===== config.mk =====
export PLATFORM = sky130hd
export DESIGN_NAME = motor_ramp
export DESIGN_NICKNAME = d
export VERILOG_FILES = /design/src/rtl/motor_pkg.sv /design/src/rtl/ramp_step.sv /design/src/rtl/motor_ramp.sv
export SDC_FILE = /design/constraint.sdc
export NUM_CORES = 1
export LEC_CHECK = 0
export BUFFER_PORTS_ARGS = -buffer_cell sky130_fd_sc_hd__buf_2
export CAP_MARGIN = 20
export CELL_PAD_IN_SITES_DETAIL_PLACEMENT = 1
export CELL_PAD_IN_SITES_GLOBAL_PLACEMENT = 1
export CORE_MARGIN = 3
export CORE_UTILIZATION = 45
export DETAILED_ROUTE_END_ITERATION = 6
export PLACE_DENSITY = 0.79
export SETUP_SLACK_MARGIN = 0.05
export SYNTH_ARGS = -nofsm -noshare
export SYNTH_HDL_FRONTEND = slang
export SYNTH_SLANG_ARGS = --single-unit

===== constraint.sdc =====
create_clock -name clk -period 8.11 [get_ports clk]
set_input_delay 0 -clock clk [delete_from_list [all_inputs] [get_ports clk]]
set_output_delay 0 -clock clk [all_outputs]
set_load 0.1 [all_outputs]

===== src/rtl/motor_pkg.sv =====
`default_nettype none
// ============================================================================
// Module   : motor_pkg
// Brief    : Shared types, limits and helpers for the wheel command path.
// Revision : 1.0 - initial release
// ============================================================================
package motor_pkg;

    // Signed wheel command, two's complement
    typedef logic signed [10:0] motor_cmd_t;

    // Usable command range; -1024 is excluded because the downstream
    // sign/magnitude stage only carries a 10-bit magnitude.
    localparam int MOTOR_MAX = 1023;
    localparam int MOTOR_MIN = -1023;

    // Ramp controller states
    typedef enum logic [2:0] {
        ST_IDLE      = 3'd0,
        ST_WAIT_TICK = 3'd1,
        ST_STEP_L    = 3'd2,
        ST_STEP_R    = 3'd3,
        ST_ESTOP     = 3'd4
    } ramp_state_t;

    // Clamp a raw 11-bit target into the usable range (only -1024 is outside)
    function automatic motor_cmd_t sat_cmd(input motor_cmd_t raw);
        if (raw[10] && (raw[9:0] == 10'd0)) begin
            return motor_cmd_t'(MOTOR_MIN);
        end
        return raw;
    endfunction

endpackage
`default_nettype wire


===== src/rtl/ramp_step.sv =====
`default_nettype none
// ============================================================================
// Module   : ramp_step
// Brief    : Combinational slew step: move cur toward tgt by at most STEP,
//            landing exactly on tgt when it is within reach.
// Revision : 1.0 - initial release
// ============================================================================
module ramp_step
    import motor_pkg::*;
#(
    parameter int STEP = 8
) (
    input  logic signed [10:0] cur,
    input  logic signed [10:0] tgt,
    output logic signed [10:0] nxt
);

    localparam logic signed [11:0] c_step_wide = 12'(STEP);
    localparam logic signed [10:0] c_step      = 11'(STEP);

    logic signed [11:0] w_diff;
    logic signed [11:0] w_mag;
    logic signed [10:0] w_moved;

    // Distance to target in 12 bits so a full -1023..+1023 swing cannot wrap;
    // the moved value stays between cur and tgt, so 11 bits cannot overflow.
    always_comb begin
        w_diff  = $signed({tgt[10], tgt}) - $signed({cur[10], cur});
        w_mag   = w_diff[11] ? -w_diff : w_diff;
        w_moved = w_diff[11] ? (cur - c_step) : (cur + c_step);
        nxt     = (w_mag <= c_step_wide) ? tgt : w_moved;
    end

endmodule
`default_nettype wire


===== src/rtl/motor_ramp.sv =====
`default_nettype none
// ============================================================================
// Module   : motor_ramp
// Brief    : Slew-rate limiter for left/right wheel commands with a fixed
//            ramp tick and an emergency-stop override forcing brake (0).
// Revision : 1.0 - initial release
// ============================================================================
module motor_ramp
    import motor_pkg::*;
#(
    parameter int TICK_DIV = 2048,
    parameter int STEP     = 8
) (
    input  logic               clk,
    input  logic               rst_n,
    input  logic signed [10:0] tgt_lft,
    input  logic signed [10:0] tgt_rht,
    input  logic               tgt_vld,
    input  logic               estop,
    output logic signed [10:0] lft,
    output logic signed [10:0] rht,
    output logic               at_tgt
);

    localparam int                 c_cnt_w    = (TICK_DIV > 2) ? $clog2(TICK_DIV) : 1;
    localparam logic [c_cnt_w-1:0] c_cnt_last = c_cnt_w'(TICK_DIV - 1);

    ramp_state_t        r_state;
    ramp_state_t        w_state_nxt;
    logic [c_cnt_w-1:0] r_cnt;
    logic               w_tick;
    motor_cmd_t         r_tgt_lft;
    motor_cmd_t         r_tgt_rht;
    motor_cmd_t         r_lft;
    motor_cmd_t         r_rht;
    motor_cmd_t         w_cur;
    motor_cmd_t         w_tgt;
    motor_cmd_t         w_step_nxt;
    logic               w_sel_rht;
    logic               w_accept;
    logic               w_done;

    assign w_tick    = (r_cnt == c_cnt_last);
    // Targets are taken in any state except while stopping or stopped
    assign w_accept  = tgt_vld && !estop && (r_state != ST_ESTOP);
    // One step unit serves both channels: right during STEP_R, left otherwise
    assign w_sel_rht = (r_state == ST_STEP_R);
    assign w_cur     = w_sel_rht ? r_rht     : r_lft;
    assign w_tgt     = w_sel_rht ? r_tgt_rht : r_tgt_lft;
    // Evaluated in STEP_R: left already updated, right is being updated now
    assign w_done    = (r_lft == r_tgt_lft) && (w_step_nxt == r_tgt_rht);

    ramp_step #(
        .STEP (STEP)
    ) u_step (
        .cur (w_cur),
        .tgt (w_tgt),
        .nxt (w_step_nxt)
    );

    // Free-running tick divider, deliberately unaffected by targets or estop
    always_ff @(posedge clk or negedge rst_n) begin
        if (!rst_n) begin
            r_cnt <= '0;
        end else if (w_tick) begin
            r_cnt <= '0;
        end else begin
            r_cnt <= r_cnt + c_cnt_w'(1);
        end
    end

    // State register
    always_ff @(posedge clk or negedge rst_n) begin
        if (!rst_n) begin
            r_state <= ST_IDLE;
        end else begin
            r_state <= w_state_nxt;
        end
    end

    // Next-state logic; estop overrides everything
    always_comb begin
        w_state_nxt = r_state;
        if (estop) begin
            w_state_nxt = ST_ESTOP;
        end else begin
            case (r_state)
                ST_IDLE:      if (tgt_vld) w_state_nxt = ST_WAIT_TICK;
                ST_WAIT_TICK: if (w_tick)  w_state_nxt = ST_STEP_L;
                ST_STEP_L:    w_state_nxt = ST_STEP_R;
                // A target arriving now was not seen by this step's compare,
                // so keep ramping rather than declaring arrival.
                ST_STEP_R:    w_state_nxt = (w_done && !tgt_vld) ? ST_IDLE : ST_WAIT_TICK;
                ST_ESTOP:     w_state_nxt = ST_IDLE;
                default:      w_state_nxt = ST_IDLE;
            endcase
        end
    end

    // Target capture with saturation; estop clears targets to brake
    always_ff @(posedge clk or negedge rst_n) begin
        if (!rst_n) begin
            r_tgt_lft <= '0;
            r_tgt_rht <= '0;
        end else if (estop) begin
            r_tgt_lft <= '0;
            r_tgt_rht <= '0;
        end else if (w_accept) begin
            r_tgt_lft <= sat_cmd(tgt_lft);
            r_tgt_rht <= sat_cmd(tgt_rht);
        end
    end

    // Command registers: one channel stepped per state, estop forces brake
    always_ff @(posedge clk or negedge rst_n) begin
        if (!rst_n) begin
            r_lft <= '0;
            r_rht <= '0;
        end else if (estop) begin
            r_lft <= '0;
            r_rht <= '0;
        end else if (r_state == ST_STEP_L) begin
            r_lft <= w_step_nxt;
        end else if (r_state == ST_STEP_R) begin
            r_rht <= w_step_nxt;
        end
    end

    assign lft    = r_lft;
    assign rht    = r_rht;
    assign at_tgt = (r_state == ST_IDLE);

endmodule
`default_nettype wire


# Yosys cells after proc, flatten, opt, wreduce, memory -nomap -nowiden
# Cells that the tools add are included.
[totals]
register_bits = 58
in_bits = 26
word_cells = 68
[classes]
add_sub_neg = 5
magnitude_cmp = 1
n_eq_ne = 10
n_mux = 30
n_reduce_logical = 16
[ops]
columns = ["op", "n"]
rows = [
  ["11-bit two-way mux", 18],
  ["11-bit equality test", 2],
  ["10-bit logical NOT", 2],
  ["12-bit by 5-bit less-or-equal comparator with 1-bit output (second input constant)", 1],
  ["12-bit two-way mux", 1],
  ["12-bit negator", 1],
  ["3-bit case mux with 4 select lines", 1],
  ["11-bit by 11-bit subtractor with 12-bit output", 1],
  ["11-bit by 1-bit adder with 11-bit output (second input constant)", 1],
  ["11-bit by 5-bit adder with 11-bit output (second input constant)", 1],
  ["11-bit equality test (second input constant)", 1],
  ["11-bit by 5-bit subtractor with 11-bit output (second input constant)", 1],
  ["3-bit two-way mux", 3],
  ["3-bit != test (second input constant)", 3],
  ["1-bit two-way mux", 7],
  ["3-bit by 2-bit equality test with 1-bit output (second input constant)", 2],
  ["1-bit logical AND", 6],
  ["2-bit nonzero test", 3],
  ["2-bit AND reduction", 2],
  ["3-bit by 1-bit equality test with 1-bit output (second input constant)", 1],
  ["3-bit logical NOT", 1],
  ["1-bit logical NOT", 2],
  ["2-bit != test (second input constant)", 1],
]

# Longest topological paths before layout
# Gate-level depths: netlist of the first run.
[logic_depth]
ltp_word = 13
ltp_mapped = 26
depth_no_buf = 21

# Modules after synthesis
# From an unflattened synthesis of the first run, not the netlist that was laid out.
[hier_totals]
cells_unflattened = 518
hier_area_um2 = 4344.2
[by_module_without_submodules]
columns = ["mod", "instances", "cells_per_inst", "area_each_um2", "seq_area_each_um2"]
rows = [
  ["motor_ramp", 1, 342, 3010.4, 1451.4],
  ["ramp_step", 1, 176, 1333.8, 0.0],
]

# Worst setup path after synthesis of the first run
# OpenSTA, ideal clock, no wires.
[synth_timing]
kind = "register to register"
startpoint = "register r_state[2]"
endpoint = "register r_state[0]"
arrival_time_ns = 5.672
required_ns = 7.977
path_slack_ns = 2.305
stages_incl_launch_ff = 26
n_path_buf = 6
synth_period_minus_slack_ns = 5.805
cell_sequence = "dfrtp_1 > and3b_1 > clkbuf_2 > buf_2 > clkbuf_1 > buf_1 > mux2i_1 > ha_1 > buf_2 > a21o_1 > a2111oi_4 > or2_1 > buf_2 > nand2_2 > inv_1 > ha_1 > and2_1 > nand4_1 > nand4_1 > o41ai_1 > xnor3_1 > nor2_1 > o21ba_2 > mux2i_1 > a2111oi_1 > a21oi_1"
[synth_between]
elab_chain_cells = 13
word_cells_on_any_way = 23
cone_classes = "add/sub: 4; order compare: 1; eq/ne: 6; mux: 8; reduce/logical: 4"
[synth_rtl]
columns = ["element", "line", "text"]
rows = [
  ["start, declared", "motor_ramp.sv:28", "ramp_state_t r_state;"],
  ["start signal, assigned", "motor_ramp.sv:77", "r_state <= w_state_nxt;"],
  ["3-bit by 2-bit equality test with 1-bit output", "motor_ramp.sv:47, motor_ramp.sv:87", ""],
  ["11-bit two-way mux, on equally long branches", "motor_ramp.sv:49, motor_ramp.sv:48", ""],
  ["11-bit by 11-bit subtractor with 12-bit output", "ramp_step.sv:28", "w_diff = $signed({tgt[10], tgt}) - $signed({cur[10], cur});"],
  ["12-bit negator", "ramp_step.sv:29", "w_mag = w_diff[11] ? -w_diff : w_diff;"],
  ["12-bit two-way mux", "ramp_step.sv:29", ""],
  ["12-bit by 5-bit less-or-equal comparator with 1-bit output", "ramp_step.sv:31", "nxt = (w_mag <= c_step_wide) ? tgt : w_moved;"],
  ["11-bit two-way mux", "ramp_step.sv:31", ""],
  ["11-bit equality test", "motor_ramp.sv:51", "assign w_done = (r_lft == r_tgt_lft) && (w_step_nxt == r_tgt_rht);"],
  ["1-bit logical AND", "motor_ramp.sv:51", ""],
  ["1-bit logical AND", "motor_ramp.sv:93", "ST_STEP_R: w_state_nxt = (w_done && !tgt_vld) ? ST_IDLE : ST_WAIT_TICK;"],
  ["1-bit two-way mux", "motor_ramp.sv:93", ""],
  ["3-bit case mux with 4 select lines", "motor_ramp.sv:87", "case (r_state)"],
  ["3-bit two-way mux", "motor_ramp.sv:84", "if (estop) begin"],
]
# Parallel ways exist; a longest one is shown, timed or not.
# A chain may end at the register's enable or synchronous reset.

# Worst setup path after layout of the first run
[layout_timing]
startpoint = "register r_state[0]"
endpoint = "register r_state[0]"
# Same word-level chain as after synthesis.

==> results.cfg, run 1 <==
[detailed_routing]
dr.pass1.iters = 5
first_iter_violations = 233
drc = 0
routed_wl_um = 15800
viasPerCell = 6.06
routedWlPerCell_um = 20.6
vias = 4647
antenna_left = 0

[synthesis]
synth_top_area_cell = dfrtp_1
yosys_warnings = 0
ys_types = 72
async_flop_share_pct = 100
synthTopCellsByArea = dfrtp_1, nand2_1, a21oi_1
avgSynthCellArea_sq_um = 8.22
synth_nets = 620
synthCells = 576
synth_common_cells = nand2_1, dfrtp_1, a21oi_1, nor2_1, xor2_1
synth_most_common_cell = nand2_1
synth_area_sq_um = 4730
synth_top_area_share_pct = 30.7
synth_seq_cells = 58
seq_area_frac_synth_pct = 30.7
synth_edf_count = 0
synthFlopType = dfrtp_1

[clock_tree]
clock_latency_ns = 0.35
hold_buffers = 22
post_cts_resize_count = 0
clock-sinks = 58
cts_root_buf = clkbuf_8
clk_path_buf_depth = 2
cts_setup_buffers = 0
h-tree-depth = 3
cts_tree = built
cts-buffers-inserted = 9
path_clk_slew_ns = 0.07

[power_and_ir_drop]
p_per_area_nw_per_um2 = 158
irDropWorstVdd_uv = 110
p_leak_nw = 2.57

[global_routing]
grt_max_degree = 59
gr-total-overflow = 0
grt_pass1_wl_um = 25600
antenna_found_initial = 0
grtUsageTotal_pct = 28.2
grt_pass1_vias = 4947

[critical_path]
reg2reg_slack_ns = 1.57
crit_type = reg -> reg
arrival_ns = 6.76
cp-start-kind = flip-flop
reg2reg_from = r_state[0]
endpoint_kind = flip-flop
crit_fanout = 39
crit_required_ns = 8.33
startpoint = r_state[0]

[job]
cap_viol_max_count = 0

[sta]
period_needed_ns = 6.54
whs_ns = 0.0469
fmax_mhz = 153
final.setup.worst_slack_ns = 1.57
worst_pin_slew_ns = 1.10
skew_ns = 0.0101
setup_viol = 0
tns_ns = 0
slew_viol_final = 0
min_period_over_period_pct = 80.7
hold_viol = 0
relSlewSlack_pct = 25.8
rsz0062_at_grt = no

[hold_path]
hold_path.class = in -> reg
min_from = tgt_lft[0]

[floorplanning]
die_w_um = 109
core_area_sq_um = 10000
pin_count = 49
dieHeight_um = 109
initial_utilization_pct = 47.3
die_area_sq_um = 11800
rows = 36

[layout]
regArea_sq_um = 1450
antenna_cells = 0
nNetsFinal = 673
fillers = 1233
syn_to_final_growth_pct = 14.9
multi_input_area_sq_um = 3070
fin_cells = 767
drive_above_1_share_pct = 13.1

[place]
place.detailed.instances = 729
pre_cts_ws_ns = 1.66
place.gp.congestion = 1.02
dpl.hpwl_um = 11500
port_buffers = 48

[run_status]
status = complete, no violations
[state kept, by name, indices dropped and copies added, names as in the netlist]
| register | count |
|---|---|
| r_cnt | 11 |
| r_tgt_rht | 11 |
| lft | 11 |
| rht | 11 |
| r_tgt_lft | 11 |
| r_state | 3 |
[report_power, final]
group / internal (mW) / switching (mW) / total (mW)
Combinational: 0.111 / 0.179 / 0.290
Sequential: 0.295 / 0.0130 / 0.308
Clock: 0.143 / 0.117 / 0.260
Total: 0.549 / 0.309 / 0.858
[layout by cell type (no fill, tap or decap), types with 3 or more instances in the layout]
cell type      instances
a211oi_1               7
a21o_1                 9
a21oi_1               45
a22o_1                 8
a311oi_1               5
a31oi_1                8
and2_1                 4
and3_1                 6
buf_2                 48
clkbuf_1               5
clkbuf_8               9
dfrtp_1               58
dlygate4sd3_1         22
ha_1                  17
inv_1                 24
mux2i_1               19
nand2_1               93
nand2b_1               7
nand3_1               14
nand4_1                3
nor2_1                42
nor2b_1                4
nor3_1                12
nor4_1                11
o211ai_1              11
o21a_1                 7
o21ai_0               23
o32ai_1                4
or3_1                  4
xnor2_1               20
xor2_1                25
[area by class of cell]
type / count / area share, %
clock buffer: 14 / 2.62
clock inverter: 2 / 0.690
tap: 133 / 3.06
inverter: 24 / 1.66
sequential: 58 / 26.7
multi-input combinational: 464 / 56.5
timing repair buffer: 72 / 8.74
[cell families after synthesis]
kind of cell / Yosys count / synth area share (%)
flip-flops: 58 / 30.7
buffers and inverters: 54 / 4.55
XOR/XNOR: 47 / 9.14
adder cells (fa/ha/maj): 18 / 4.92
multiplexers: 23 / 5.07
AND/OR/NAND/NOR: 217 / 21.9
AO/OA/AOI/OAI: 159 / 23.8
[layer usage]
layer	wire, um	share of wire, %	track usage, %
met5	0	0	0
met2	7700	49	47.4
met3	795	5.0	5.49
met1	6860	44	36.4
met4	412	2.6	9.11
[critical path, cell delays in order (launching register included)]
cell,delay [ns]
dfrtp_1,0.51
and3b_2,0.83
mux2i_1,0.52
ha_1,0.34
nor2b_1,0.15
o31ai_1,0.46
a21o_1,0.28
a21o_1,0.19
nand2_2,0.16
inv_1,0.33
ha_1,0.37
and2_1,0.21
nand4_1,0.11
nand4_1,0.11
o41ai_1,0.58
xnor3_1,0.31
nor2_1,0.15
o21ba_2,0.15
mux2i_1,0.07
a2111oi_1,0.44
a21oi_1,0.12
[worst paths after layout]
| kind | endpoint | cells after the start |
|---|---|---|
| max | r_state[0] | 20 |
| min | r_tgt_lft[0] | 3 |
| max reg2reg | r_state[0] | 20 |
| min reg2reg | r_cnt[0] | 1 |
| max in group asynchronous | rht[6] | 3 |
| min in group asynchronous | r_tgt_rht[4] | 3 |
[stage by stage]
step / cell area, sq um / power [mW] / util (%)
final: 5440 / 0.858 / 54.4
after global routing: 5440 / 0.901 / 54.4
after CTS: 5440 / 0.856 / 54.4
after detailed placement: 5040 / 0.587 / 50.4
after global placement: 5040 / 0.578 / 50.4
after floorplan: 4730 / 0.512 / -
(Power assumes the default switching activity.)
==> inputs of run 2 (changes only) <==
--- a/config.mk
+++ b/config.mk
@@ -10,9 +10,9 @@
 export CELL_PAD_IN_SITES_DETAIL_PLACEMENT = 1
 export CELL_PAD_IN_SITES_GLOBAL_PLACEMENT = 1
 export CORE_MARGIN = 3
-export CORE_UTILIZATION = 45
+export CORE_UTILIZATION = 41
 export DETAILED_ROUTE_END_ITERATION = 6
-export PLACE_DENSITY = 0.79
+export PLACE_DENSITY = 0.76
 export SETUP_SLACK_MARGIN = 0.05
 export SYNTH_ARGS = -nofsm -noshare
 export SYNTH_HDL_FRONTEND = slang
==> constraint.sdc (replaced) <==
create_clock -name clk -period 5.8 [get_ports clk]
set_input_delay 0 -clock clk [delete_from_list [all_inputs] [get_ports clk]]
set_output_delay 0 -clock clk [all_outputs]
set_load 0.1 [all_outputs]
==> results.cfg, run 2 (synthesis results as in run 1) <==
[global_routing]
top_usage_layer = met2
use_met2_pct = 44.4
gr-usage-met1_pct = 32.8
global_route.usage.met3_pct = 3.34
grt_pass1_vias = 5001
grtUsageTotal_pct = 25.5
grt_pass1_wl_um = 26100
antenna_found_initial = 0
gr-total-overflow = 0
grt_max_degree = 59

[critical_path]
cpMostUsedCell = inv_1
crit_fanout = 20
slowest_delay_ns = 0.45
cp-start-kind = flip-flop
crit_type = reg -> reg
crit_required_ns = 6.00
slowest_stage = dfrtp_1
arrival_ns = 5.57
worstPathCellList = and3b_2, buf_12, mux2i_1, inv_1, ha_1, inv_1, fa_1, nand3_1, a31oi_1, o211ai_1, buf_4, and4b_1, o32ai_1, o41ai_2, xnor2_1, nand4_2, and3_4, or3_1, a2111oi_1, a21oi_1
endpoint_kind = flip-flop

[sta]
relSlewSlack_pct = 29.9
skew_ns = 0.00318
hold_viol = 0
slew_viol_final = 0
final.setup.worst_slack_ns = 0.431
setup_viol = 0
worst_pin_slew_ns = 1.05
rsz0062_at_grt = no
period_needed_ns = 5.37
min_period_over_period_pct = 92.6
tns_ns = 0
fmax_mhz = 186

[place]
place.detailed.instances = 748
dpl.hpwl_um = 11700
place.gp.congestion = 0.941
port_buffers = 48
pre_cts_ws_ns = 0.350

[floorplanning]
rows = 38
pin_count = 49
die_area_sq_um = 12900
dieHeight_um = 113
die_w_um = 113
core_area_sq_um = 11100
initial_utilization_pct = 42.7

[clock_tree]
cts-buffers-inserted = 9
path_clk_slew_ns = 0.05
cts_root_buf = clkbuf_16
h-tree-depth = 3
cts_tree = built
clock_latency_ns = 0.34
clk_path_buf_depth = 2
clock-sinks = 58

[power_and_ir_drop]
p_per_area_nw_per_um2 = 251
irDropWorstVdd_uv = 168
p_leak_nw = 2.73

[detailed_routing]
vias = 4709
dr.pass1.iters = 4
viasPerCell = 5.96
antenna_left = 0
routedWlPerCell_um = 20.4
routed_wl_um = 16100
first_iter_violations = 334
drc = 0

[layout]
nNetsFinal = 689
drive_above_1_share_pct = 16.3
fillers = 1320
mostFrequentLayoutCells = nand2_1, dfrtp_1, buf_2
fin_cells = 790
syn_to_final_growth_pct = 21.5
final_common_cell = nand2_1
antenna_cells = 0

[hold_path]
hold_path.class = in -> reg

[run_status]
status = complete, no violations

[job]
cap_viol_max_count = 0
## run 2: cell count changes in the layout (fill, tap and decap cells not counted), sizes merged
cell	before	now
buf	50	65
clkinv	0	2
bufinv	1	2
clkbuf	14	13
clkinvlp	1	0
## run 2: path summary, 6_finish.rpt
kind,startpoint,end,slack (ns),cells after the start
worst max-delay path,r_state[2],r_state[0],0.43,20
worst min-delay path,tgt_lft[0],r_tgt_lft[0],0.07,3
worst max register to register,r_state[2],r_state[0],0.43,20
worst min register to register,r_cnt[10],r_cnt[10],0.46,1
max in group asynchronous,rst_n,r_state[0],4.89,3
min in group asynchronous,rst_n,r_cnt[5],0.34,3
## run 2: what timing repair did
action                                 4_1_cts  5_1_grt
hold buffers                                22        0
endpoints found under the hold margin       79        0
resized for setup                            0        5
setup endpoints to repair                    0        8
buffers inserted                             0        3
## run 2: critical path: cells and delay by family (launching register included)
family          cells  cell delay [ns]
xor+xnor            1             0.44
mux                 1             0.38
fa+ha+maj           2             0.45
buf+inv             4             0.57
simple gates        6             1.50
flops               1             0.45
compound gates      6             1.46
## run 2: power by group
| group | switching (mW) | internal, mW |
|---|---|---|
| Sequential | 0.0186 | 0.414 |
| Clock | 0.193 | 0.399 |
| Combinational | 0.250 | 0.169 |
## run 2: layer usage
layer  share of wire, %  vias to the layer above  routed length [um]
li1                   -                     2205                   -
met1                 44                     2363                7130
met2                 50                      112                8070
met3                3.9                       29                 623
met4                2.0                        0                 320
met5                  0                        -                   0
## run 2: final cells by class
cell class | instances | area, sq um | area share [%]
clock inverters | 4 | 73.8 | 1.28
multi-input cells | 464 | 3080 | 53.5
clock buffers | 12 | 256 | 4.46
well taps | 140 | 175 | 3.05
repair buffers | 88 | 626 | 10.9
flip-flops and latches | 58 | 1450 | 25.3
inverters | 24 | 90.1 | 1.57
## run 2: stage by stage
stage                     hold WS, ns  total power [mW]  util (%)  instance area (sq um)
final                          0.0728              1.44      51.9                   5750
after global routing           0.0747              1.52      51.9                   5750
after CTS                      0.0587              1.44      51.4                   5690
after detailed placement        0.203             0.832      46.4                   5140
after global placement          0.187             0.822      46.4                   5140
after floorplan                -0.296             0.716         -                   4740
==> inputs of run 3 (changes only) <==
--- a/config.mk
+++ b/config.mk
@@ -12,7 +12,7 @@
 export CORE_MARGIN = 3
 export CORE_UTILIZATION = 41
 export DETAILED_ROUTE_END_ITERATION = 6
-export PLACE_DENSITY = 0.76
+export PLACE_DENSITY = 0.88
 export SETUP_SLACK_MARGIN = 0.05
 export SYNTH_ARGS = -nofsm -noshare
 export SYNTH_HDL_FRONTEND = slang
==> results.cfg, run 3 (synthesis results as in run 1) <==
[run_status]
status = complete, no violations

[clock_tree]
cts_tree = built
cts_root_buf = clkbuf_16
cts-buffers-inserted = 9
clock-sinks = 58
path_clk_slew_ns = 0.06
h-tree-depth = 3
clock_latency_ns = 0.33
clk_path_buf_depth = 2

[sta]
skew_ns = 0.00893
fmax_mhz = 182
setup_viol = 0
relSlewSlack_pct = 33.3
worst_pin_slew_ns = 0.997
tns_ns = 0
period_needed_ns = 5.50
hold_viol = 0
slew_viol_final = 0
rsz0062_at_grt = no
min_period_over_period_pct = 94.9

[power_and_ir_drop]
finalPower_mw = 1.37
pwr-share-clk_pct = 36.3
p_per_area_nw_per_um2 = 240
switching_share_pct = 35.7
p_leak_nw = 2.72
combPwrFrac_pct = 32.1
switching_power_mw = 0.490
internal_power_mw = 0.882
irDropWorstVdd_uv = 214
p_seq_share_pct = 31.6

[place]
dpl.hpwl_um = 12100
port_buffers = 48
place_area_sq_um = 5130
place.gp.congestion = 0.930
place.detailed.instances = 747

[critical_path]
r2r-end = r_state[0]
reg2reg_from = r_state[2]
r2r_cells = 18
reg2reg_slack_ns = 0.30
crit_type = reg -> reg
arrival_ns = 5.69
cp-start-kind = flip-flop
endpoint_kind = flip-flop
crit_required_ns = 5.99
crit_fanout = 10

[floorplanning]
die_w_um = 113
rows = 38
dieHeight_um = 113
initial_utilization_pct = 42.7
pin_count = 49
die_area_sq_um = 12900
core_area_sq_um = 11100

[layout]
final_common_cell = nand2_1
nNetsFinal = 692
mostFrequentLayoutCells = nand2_1, dfrtp_1, buf_2
post-route-util_pct = 51.6
finalInstanceArea_sq_um = 5710
syn_to_final_growth_pct = 20.7
antenna_cells = 0
drive_above_1_share_pct = 17.2
fin_cells = 793

[hold_path]
holdPathEnd = r_tgt_rht[0]
hold_path.class = in -> reg
hold_path_depth = 3
min_from = tgt_rht[0]

[global_routing]
grt_max_degree = 59
grtUsageTotal_pct = 28.8
grt_pass1_vias = 5370
gr-total-overflow = 0
grt_pass1_wl_um = 29300
antenna_found_initial = 0

[job]
cap_viol_max_count = 0

[detailed_routing]
viasPerCell = 6.32
routedWlPerCell_um = 23.5
antenna_left = 0
dr.pass1.iters = 5
vias = 5008
first_iter_violations = 424
routed_wl_um = 18600
drc = 0
run 3: cell type report:
type                    count  area [sq um]
multi-input cells         464          3090
clock inverters             5          30.0
well taps                 140           175
fillers                  1322          5360
repair buffers             91           628
clock buffers              11           243
inverters                  24          90.1
flip-flops and latches     58          1450
run 3: repair_timing:
action,CTS,global route
hold buffers,21,0
pin swaps,0,4
setup endpoints to repair,1,15
gates resized for setup,1,6
endpoints found under the hold margin,78,0
buffers inserted,0,9
run 3: worst max-delay path by stage:
stage | start | end | slack [ns] | depth (start not counted)
after floorplan | r_state[2] | r_state[0] | 0.14 | 25
after global placement | r_state[0] | r_state[0] | 0.20 | 18
after detailed placement | r_state[0] | r_state[0] | 0.01 | 18
after CTS | r_state[0] | r_state[0] | 0.08 | 18
after global routing | r_state[2] | r_state[0] | 0.07 | 18
final | r_state[2] | r_state[0] | 0.30 | 18
run 3: power by group through the flow:
| stage | Sequential, mW | Clock (mW) | Combinational [mW] |
|---|---|---|---|
| floorplan | 0.430 | 0 | 0.287 |
| global placement | 0.437 | 0 | 0.377 |
| detailed placement | 0.438 | 0 | 0.395 |
| CTS | 0.432 | 0.488 | 0.411 |
| global route | 0.434 | 0.518 | 0.473 |
| finish | 0.433 | 0.498 | 0.441 |
run 3: metrics by stage:
stage	setup WS (ns)	hold WS (ns)
after floorplan	0.139	-0.296
after global placement	0.195	0.179
after detailed placement	0.0147	0.198
after CTS	0.0783	0.0104
after global routing	0.0669	0.0484
final	0.298	0.0384
run 3: worst max-delay path, cell delays in order (launching register included):
cell       delay [ns]
dfrtp_1          0.48
and3b_2          0.34
buf_4            0.21
mux2i_1          0.31
ha_1             0.24
inv_1            0.06
fa_1             0.43
nand3_1          0.18
nand2_1          0.12
xor2_2           0.22
or3_4            0.43
a21o_1           0.23
o41ai_2          0.47
xnor2_2          0.24
nand4_2          0.26
and3_4           0.23
or3_1            0.37
a2111oi_1        0.40
a21oi_1          0.15
run 3: metal layers:
metal,GRT usage [%],share of wire (%),up-vias,wire [um]
met2,47.9,49,231,9120
met5,0,0,-,0
met4,14.4,4.4,0,815
met1,36.6,41,2511,7680
li1,-,-,2208,-
met3,3.98,5.3,58,980
